==> src/rtl/pipeline_fwd.sv <==
`default_nettype none
// ============================================================================
//  Module   : pipeline_fwd
//  Purpose  : Parametrised 3-stage (ID/EX/WB) integer pipeline taking one
//             instruction per cycle. The regfile is written in WB and gated by
//             WriteEnable. Out/OutValid show the retiring result.
//  Options  : PIPE_FWD_EN - when defined, the EX result is bypassed into the
//             ID operand read. This removes the distance-1 RAW hazard.
//  Revision : 1.0 - initial parametrised release (SUB/MOV, OutValid)
// ============================================================================
module pipeline_fwd #(
    parameter int DATA_W     = 32,
    parameter int REG_AW     = 5,
    parameter bit IMM_SIGNED = 1'b0
) (
    input  logic              clk,
    input  logic              rst,
    input  logic [31:0]       InstrIn,
    input  logic              WriteEnable,
    output logic [DATA_W-1:0] Out,
    output logic              OutValid
);

    localparam int         c_NUM_REGS = 2**REG_AW;
    localparam logic [2:0] c_FN_MOV   = 3'd0;
    localparam logic [2:0] c_FN_NOT   = 3'd1;
    localparam logic [2:0] c_FN_ADD   = 3'd2;
    localparam logic [2:0] c_FN_SUB   = 3'd3;
    localparam logic [2:0] c_FN_OR    = 3'd4;
    localparam logic [2:0] c_FN_AND   = 3'd5;
    localparam logic [2:0] c_FN_SLT   = 3'd6;

    // Pipeline state
    logic [31:0]       r_ir;
    logic [DATA_W-1:0] r_regs [c_NUM_REGS];
    logic              r_ex_valid;
    logic [2:0]        r_ex_fn;
    logic [REG_AW-1:0] r_ex_rd;
    logic [DATA_W-1:0] r_ex_a;
    logic [DATA_W-1:0] r_ex_b;
    logic [DATA_W-1:0] r_wb_out;
    logic              r_wb_valid;

    // ID-stage decode
    logic [5:0]        w_op;
    logic              w_id_valid;
    logic              w_id_imm;
    logic [REG_AW-1:0] w_rd;
    logic [REG_AW-1:0] w_rs;
    logic [REG_AW-1:0] w_rt;
    logic [DATA_W-1:0] w_imm_ext;
    logic [DATA_W-1:0] w_rf_a;
    logic [DATA_W-1:0] w_rf_b;
    logic [DATA_W-1:0] w_opa;
    logic [DATA_W-1:0] w_rt_val;
    logic [DATA_W-1:0] w_opb;
    logic [DATA_W-1:0] w_ex_result;
    logic              w_wb_write;

    // Opcodes 01x000..01x110 are live; bit 3 selects the immediate form. All else is NOP.
    assign w_op       = r_ir[31:26];
    assign w_id_valid = (w_op[5:4] == 2'b01) && (w_op[2:0] != 3'b111);
    assign w_id_imm   = w_op[3];
    assign w_rd       = r_ir[21 +: REG_AW];
    assign w_rs       = r_ir[16 +: REG_AW];
    assign w_rt       = r_ir[11 +: REG_AW];

    generate
        if (IMM_SIGNED) begin : g_imm_sext
            assign w_imm_ext = {{(DATA_W-16){r_ir[15]}}, r_ir[15:0]};
        end else begin : g_imm_zext
            assign w_imm_ext = {{(DATA_W-16){1'b0}}, r_ir[15:0]};
        end
    endgenerate

    assign w_rf_a     = r_regs[w_rs];
    assign w_rf_b     = r_regs[w_rt];
    assign w_wb_write = r_ex_valid && WriteEnable;

`ifdef PIPE_FWD_EN
    // The EX result lands in the regfile on the same edge that loads EXR, so bypass it.
    assign w_opa    = (w_wb_write && (r_ex_rd == w_rs)) ? w_ex_result : w_rf_a;
    assign w_rt_val = (w_wb_write && (r_ex_rd == w_rt)) ? w_ex_result : w_rf_b;
`else
    assign w_opa    = w_rf_a;
    assign w_rt_val = w_rf_b;
`endif

    assign w_opb = w_id_imm ? w_imm_ext : w_rt_val;

    // IF->ID: capture the incoming instruction every cycle
    always_ff @(posedge clk) begin
        if (rst) r_ir <= '0;
        else     r_ir <= InstrIn;
    end

    // ID->EX: latch the decoded function, destination and operands
    always_ff @(posedge clk) begin
        if (rst) begin
            r_ex_valid <= 1'b0;
            r_ex_fn    <= '0;
            r_ex_rd    <= '0;
            r_ex_a     <= '0;
            r_ex_b     <= '0;
        end else begin
            r_ex_valid <= w_id_valid;
            r_ex_fn    <= w_op[2:0];
            r_ex_rd    <= w_rd;
            r_ex_a     <= w_opa;
            r_ex_b     <= w_opb;
        end
    end

    // EX: ALU, with the carry dropped and SLT as a signed compare
    always_comb begin
        w_ex_result = '0;
        case (r_ex_fn)
            c_FN_MOV: w_ex_result = r_ex_b;
            c_FN_NOT: w_ex_result = ~r_ex_a;
            c_FN_ADD: w_ex_result = r_ex_a + r_ex_b;
            c_FN_SUB: w_ex_result = r_ex_a - r_ex_b;
            c_FN_OR:  w_ex_result = r_ex_a | r_ex_b;
            c_FN_AND: w_ex_result = r_ex_a & r_ex_b;
            c_FN_SLT: w_ex_result = ($signed(r_ex_a) < $signed(r_ex_b)) ?
                                    {{(DATA_W-1){1'b0}}, 1'b1} : '0;
            default:  w_ex_result = '0;
        endcase
    end

    // EX->WB: retire the result. A NOP shows zero with OutValid low.
    always_ff @(posedge clk) begin
        if (rst) begin
            r_wb_out   <= '0;
            r_wb_valid <= 1'b0;
        end else begin
            r_wb_out   <= r_ex_valid ? w_ex_result : '0;
            r_wb_valid <= r_ex_valid;
        end
    end

    // Regfile: cleared on reset and written at WB when WriteEnable is high
    always_ff @(posedge clk) begin
        if (rst) begin
            for (int i = 0; i < c_NUM_REGS; i++) begin
                r_regs[i] <= '0;
            end
        end else if (w_wb_write) begin
            r_regs[r_ex_rd] <= w_ex_result;
        end
    end

    assign Out      = r_wb_out;
    assign OutValid = r_wb_valid;

endmodule
`default_nettype wire

==> config.mk <==
export PLATFORM = sky130hd
export DESIGN_NAME = pipeline_fwd
export DESIGN_NICKNAME = d
export VERILOG_FILES = /design/src/rtl/pipeline_fwd.sv
export SDC_FILE = /design/constraint.sdc
export NUM_CORES = 2
export LEC_CHECK = 0
export CAP_MARGIN = 5
export CORE_MARGIN = 1.5
export CORE_UTILIZATION = 50
export CTS_BUF_LIST = sky130_fd_sc_hd__clkbuf_2
export DETAILED_ROUTE_END_ITERATION = 16
export GPL_TIMING_DRIVEN = 0
export PLACE_DENSITY = 0.63
export SYNTH_ARGS = -nofsm -noshare
export SYNTH_HDL_FRONTEND = slang
export SYNTH_SLANG_ARGS = --single-unit
export TNS_END_PERCENT = 50
==> constraint.sdc <==
create_clock -name clk -period 6.71 [get_ports clk]
set_input_delay 1.342 -clock clk [delete_from_list [all_inputs] [get_ports clk]]
set_output_delay 1.342 -clock clk [all_outputs]
set_load 0.03 [all_outputs]
-- Yosys cells after proc, flatten, opt, wreduce, memory -nomap -nowiden
Memories as Yosys holds them, arrays and structs flattened. A register that Yosys moved wholly into a read port is not among the register bits.
Cells that the tools add are included.
- flip-flop bits (word level): 106
- bits in writable memories: 1024
- input port bits: 35
- output and inout port bits: 33
- memories kept: 1
- memories (memory ; depth ; width ; rd ports ; clocked after Yosys merged registers in ; write ports ; RTL line ; source):
    r_regs ; 32 ; 32 ; 2 ; 2 ; 32 ; 35 ; logic [DATA_W-1:0] r_regs [c_NUM_REGS];
- add/sub/neg operators: 2
- magnitude comparators: 1
- equal/unequal tests: 8
- multiplexer cells: 12
- bitwise operators: 4
- reductions and logical operators: 6
- operators with widths (cell ; count):
    $pmux 32 s7 ; 1
    $add 32x32->32 ; 1
    $and 32x32->32 ; 1
    $lt 32x32->1 ; 1
    $mux 32 ; 1
    $not 32->32 ; 1
    $or 32x32->32 ; 1
    $reduce_or 32->1 ; 1
    $sub 32x32->32 ; 1
    $mux 16 ; 1
    $mux 5 ; 2
    $eq 3x3->1 const B ; 3
    $mux 1 ; 7
    $eq 3x2->1 const B ; 2
    $reduce_or 2->1 ; 2
    $eq 3x1->1 const B ; 1
    $logic_not 3->1 ; 1
    $ne 3x3->1 const B ; 1
    $eq 2x1->1 const B ; 1
    $logic_and 1x1->1 ; 2
    $not 1->1 ; 1

-- Logic depth before layout (Yosys ltp)
- word-level depth: 6
- mapped depth: 13

-- Worst setup path after synthesis
No wires, ideal clock.
- path kind: input to register
- from: input port rst
- to: memory r_regs[0][0] (enable)
- setup time: 0.394 ns
- data arrival time: 3.233 ns
- required time: 6.316 ns
- slack: 3.083 ns
- cell stages on the path: 7
- path buffers: 1
- cells stage by stage: nand2b_1 -> clkbuf_1 -> inv_1 -> nand2_1 -> nor3_1 -> nand2_1 -> nand2b_1
- RTL lines (what ; RTL line ; source):
    start: declaration ; 17 ; input logic rst,
    end: declaration ; 35 ;

==> flow_metrics.py <==
metrics = {
    "run_status": {
        "status": "complete, no violations",
    },
    "critical_path": {
        "critPathLaunchType": "register",
        "crit_arrival_ns": 6.31,
        "critPathMaxFanout": 10,
        "r2r-start": "r_ex_a[0]",
        "reg2reg_slack_ns": 1.78,
        "crit_chain": "inv_1 -> ha_1 -> fa_1 -> o21ba_1 -> or4_4 -> a211oi_2 -> o311ai_2 -> a31oi_1 -> a221o_1 -> nand2_1 -> a31oi_2 -> buf_2 -> nor2_1",
        "path_delay_family": "compound AO/OA/AOI/OAI gates",
        "crit_type": "register to register",
        "crit_required_ns": 8.09,
        "cp_num_buf_inv": 2,
        "reg2reg_depth": 13,
        "cp-end-kind": "register",
        "slowest_stage": "a31oi_2",
        "reg2reg_to": "r_regs[19][0]",
        "max_stage_delay_ns": 0.90,
    },
    "cts": {
        "clk_path_buf_depth": 4,
        "cts_tree": "done",
        "cts_buffers": 309,
        "cts.sinks": 1162,
        "clockRootBuffer": "clkbuf_2",
        "cts.repair.resized": 0,
        "cts.htree.levels": 5,
        "clk_pin_slew_ns": 0.10,
        "clock_latency_ns": 1.75,
    },
    "grt": {
        "grt_use_met2": 0.484,
        "busiest_layer": "met2",
        "grt_pass1_vias": 40797,
        "grt_pass1_wl_um": 271000,
        "grt_max_degree": 33,
        "met3_usage": 0.0781,
        "antenna_found_initial": 7,
        "grt_overflow": 0,
        "grtUsageMet1": 0.414,
        "grt.total_usage": 0.306,
    },
    "power": {
        "power.density_mw_per_mm2": 236,
        "cellLeakagePower_uw": 0.0223,
        "vdd_ir_drop_max_uv": 195,
    },
    "yosys": {
        "yosysUniqueCellTypes": 88,
        "synth_ff_type": "edfxtp_1",
        "synthCells": 4360,
        "synth_area_leaders": "edfxtp_1 (50%), mux4_2 (24%), nor2_1 (6.9%), dfxtp_1 (4.5%), ha_1 (2.3%)",
        "synth_edf_count": 1024,
        "synth_top_area_cell": "edfxtp_1",
        "avgSynthCellArea_um2": 14.0,
        "synth_nets": 4510,
        "ys_seq_elements": 1162,
        "synth_warnings": 0,
        "synthArstFlopShare": 0,
        "synthDominantCellAreaShare": 0.505,
        "syn-cell-area_mm2": 0.0609,
        "yosysSeqAreaShare": 0.550,
    },
    "final_layout": {
        "area_growth_pct": 9.05,
        "drive_gt1_frac": 0.259,
        "stdcell_area_mm2": 0.0664,
        "final_cell_mix": "nor2_1 (1,128), edfxtp_1 (1,024), mux4_2 (642)",
        "final_common_cell": "nor2_1",
        "nets": 4900,
    },
    "sta": {
        "max_slew.worst_pin.slew_ns": 1.45,
        "fmax_mhz": 203,
        "setup_tns_ns": 0,
        "fin_crit_sh": 0.734,
        "finalCriticalPeriod_ns": 4.93,
        "slew_headroom": 0.0332,
        "finalHoldViolCount": 0,
        "rsz0062_at_grt": "no",
        "fin_skew_ns": 0.139,
        "final.setup.worst_slack_ns": 1.78,
        "finalSetupViolations": 0,
        "slew_viol_final": 0,
    },
    "floorplanning": {
        "die_x_um": 352,
        "rows": 127,
        "die_area_mm2": 0.124,
        "io_pins": 68,
        "die_h_um": 352,
        "initial_core_util": 0.506,
        "coreArea_mm2": 0.120,
    },
    "placed_design": {
        "place_area_mm2": 0.0638,
        "portBuffers": 67,
        "gp_congestion": 0.949,
        "dp_hpwl_um": 152000,
        "dpl_worst_slack_ns": 0.576,
    },
    "route": {
        "drt_iter0_drc": 5573,
        "wl_um": 191000,
        "detail_route.vias_per_cell": 6.30,
        "ant_nets": 0,
        "first_pass_iters": 6,
        "avgRoutedWirePerCell_um": 29.0,
        "via_count": 41394,
        "drc": 0,
    },
    "hold_path": {
        "hp-class": "input port to register",
        "whs_endpoint": "r_ir[31]",
        "min_delay_path_depth": 2,
        "hp-start": "InstrIn[31]",
    },
    "job": {
        "drv_cap": 0,
    },
}
## timing repair
action | CTS | global route
hold buffers | 3 | 0
buffers inserted | 0 | 0
hold endpoints to repair | 3 | 0
## cell type report
cell class | instances | area, um2
antenna | 14 | 35.0
buffer | 421 | 1740
clock buffer | 441 | 2210
clock inverter | 67 | 315
fill | 10204 | 54000
inverter | 105 | 394
multi-input combinational | 2672 | 25400
sequential | 1162 | 33500
tap | 1612 | 2020
timing repair buffer | 79 | 812
## report_power, final
group          total (uW)  switching, uW  internal [uW]
registers            8260            161           8100
clock network        4770           2960           1810
logic                2680           1710            970
total               15700           4830          10900
## cells in the mapped netlist (20+ instances only)
library cell	number
nand2b_1	42
buf_1	52
nor2_1	1128
mux2i_1	62
nand2_1	101
xnor2_1	26
ha_1	113
o21ai_0	45
nor3_1	20
mux4_2	642
inv_1	103
clkbuf_1	274
edfxtp_1	1024
buf_2	83
o211ai_1	21
dfxtp_1	138
a21oi_1	182
nor2b_1	50
## worst max-delay path by stage
stage                     from             end  cells after the start
finish               r_ex_a[0]   r_regs[19][0]                     13
global route        r_ex_a[17]  r_regs[24][28]                     13
global placement           rst    r_regs[1][5]                      8
CTS                 r_ex_b[17]   r_regs[4][28]                     13
detailed placement         rst    r_regs[1][7]                      8
floorplan                  rst    r_regs[0][0]                      7
## state kept, by name, summed over array words and instances, names as in the netlist, 3 cells and up
signal / cells
r_ex_rd: 5
r_ir: 32
r_ex_b: 32
r_ex_fn: 3
r_regs: 1024
r_ex_a: 32
Out: 32
## stage by stage
| step | instances | total power, uW | hold WS, ns | util |
|---|---|---|---|---|
| finish | 6573 | 15700 | 0.203 | 0.552 |
| global route | 6567 | 16300 | 0.00316 | 0.552 |
| CTS | 6556 | 15700 | 0.00580 | 0.551 |
| detailed placement | 6045 | 11000 | 0.411 | 0.530 |
| global placement | 6039 | 11000 | 0.416 | 0.528 |
| floorplan | 4360 | 10100 | 0.398 | - |
## logic make-up after synthesis
family                   Yosys count  synth area share
buffers and inverters            526            0.0350
AND/OR/NAND/NOR                 1415            0.0951
flip-flops                      1162             0.550
adder cells (fa/ha/maj)          115            0.0239
XOR/XNOR                          27           0.00388
multiplexers                     704             0.247
AO/OA/AOI/OAI                    411            0.0446
## routing by layer
layer,part of all wire,vias up
met2,0.47,2638
met3,0.12,334
met1,0.38,20950
met5,0.00012,-
met4,0.032,4
li1,-,17468
Power figures use the tool's default switching activity.
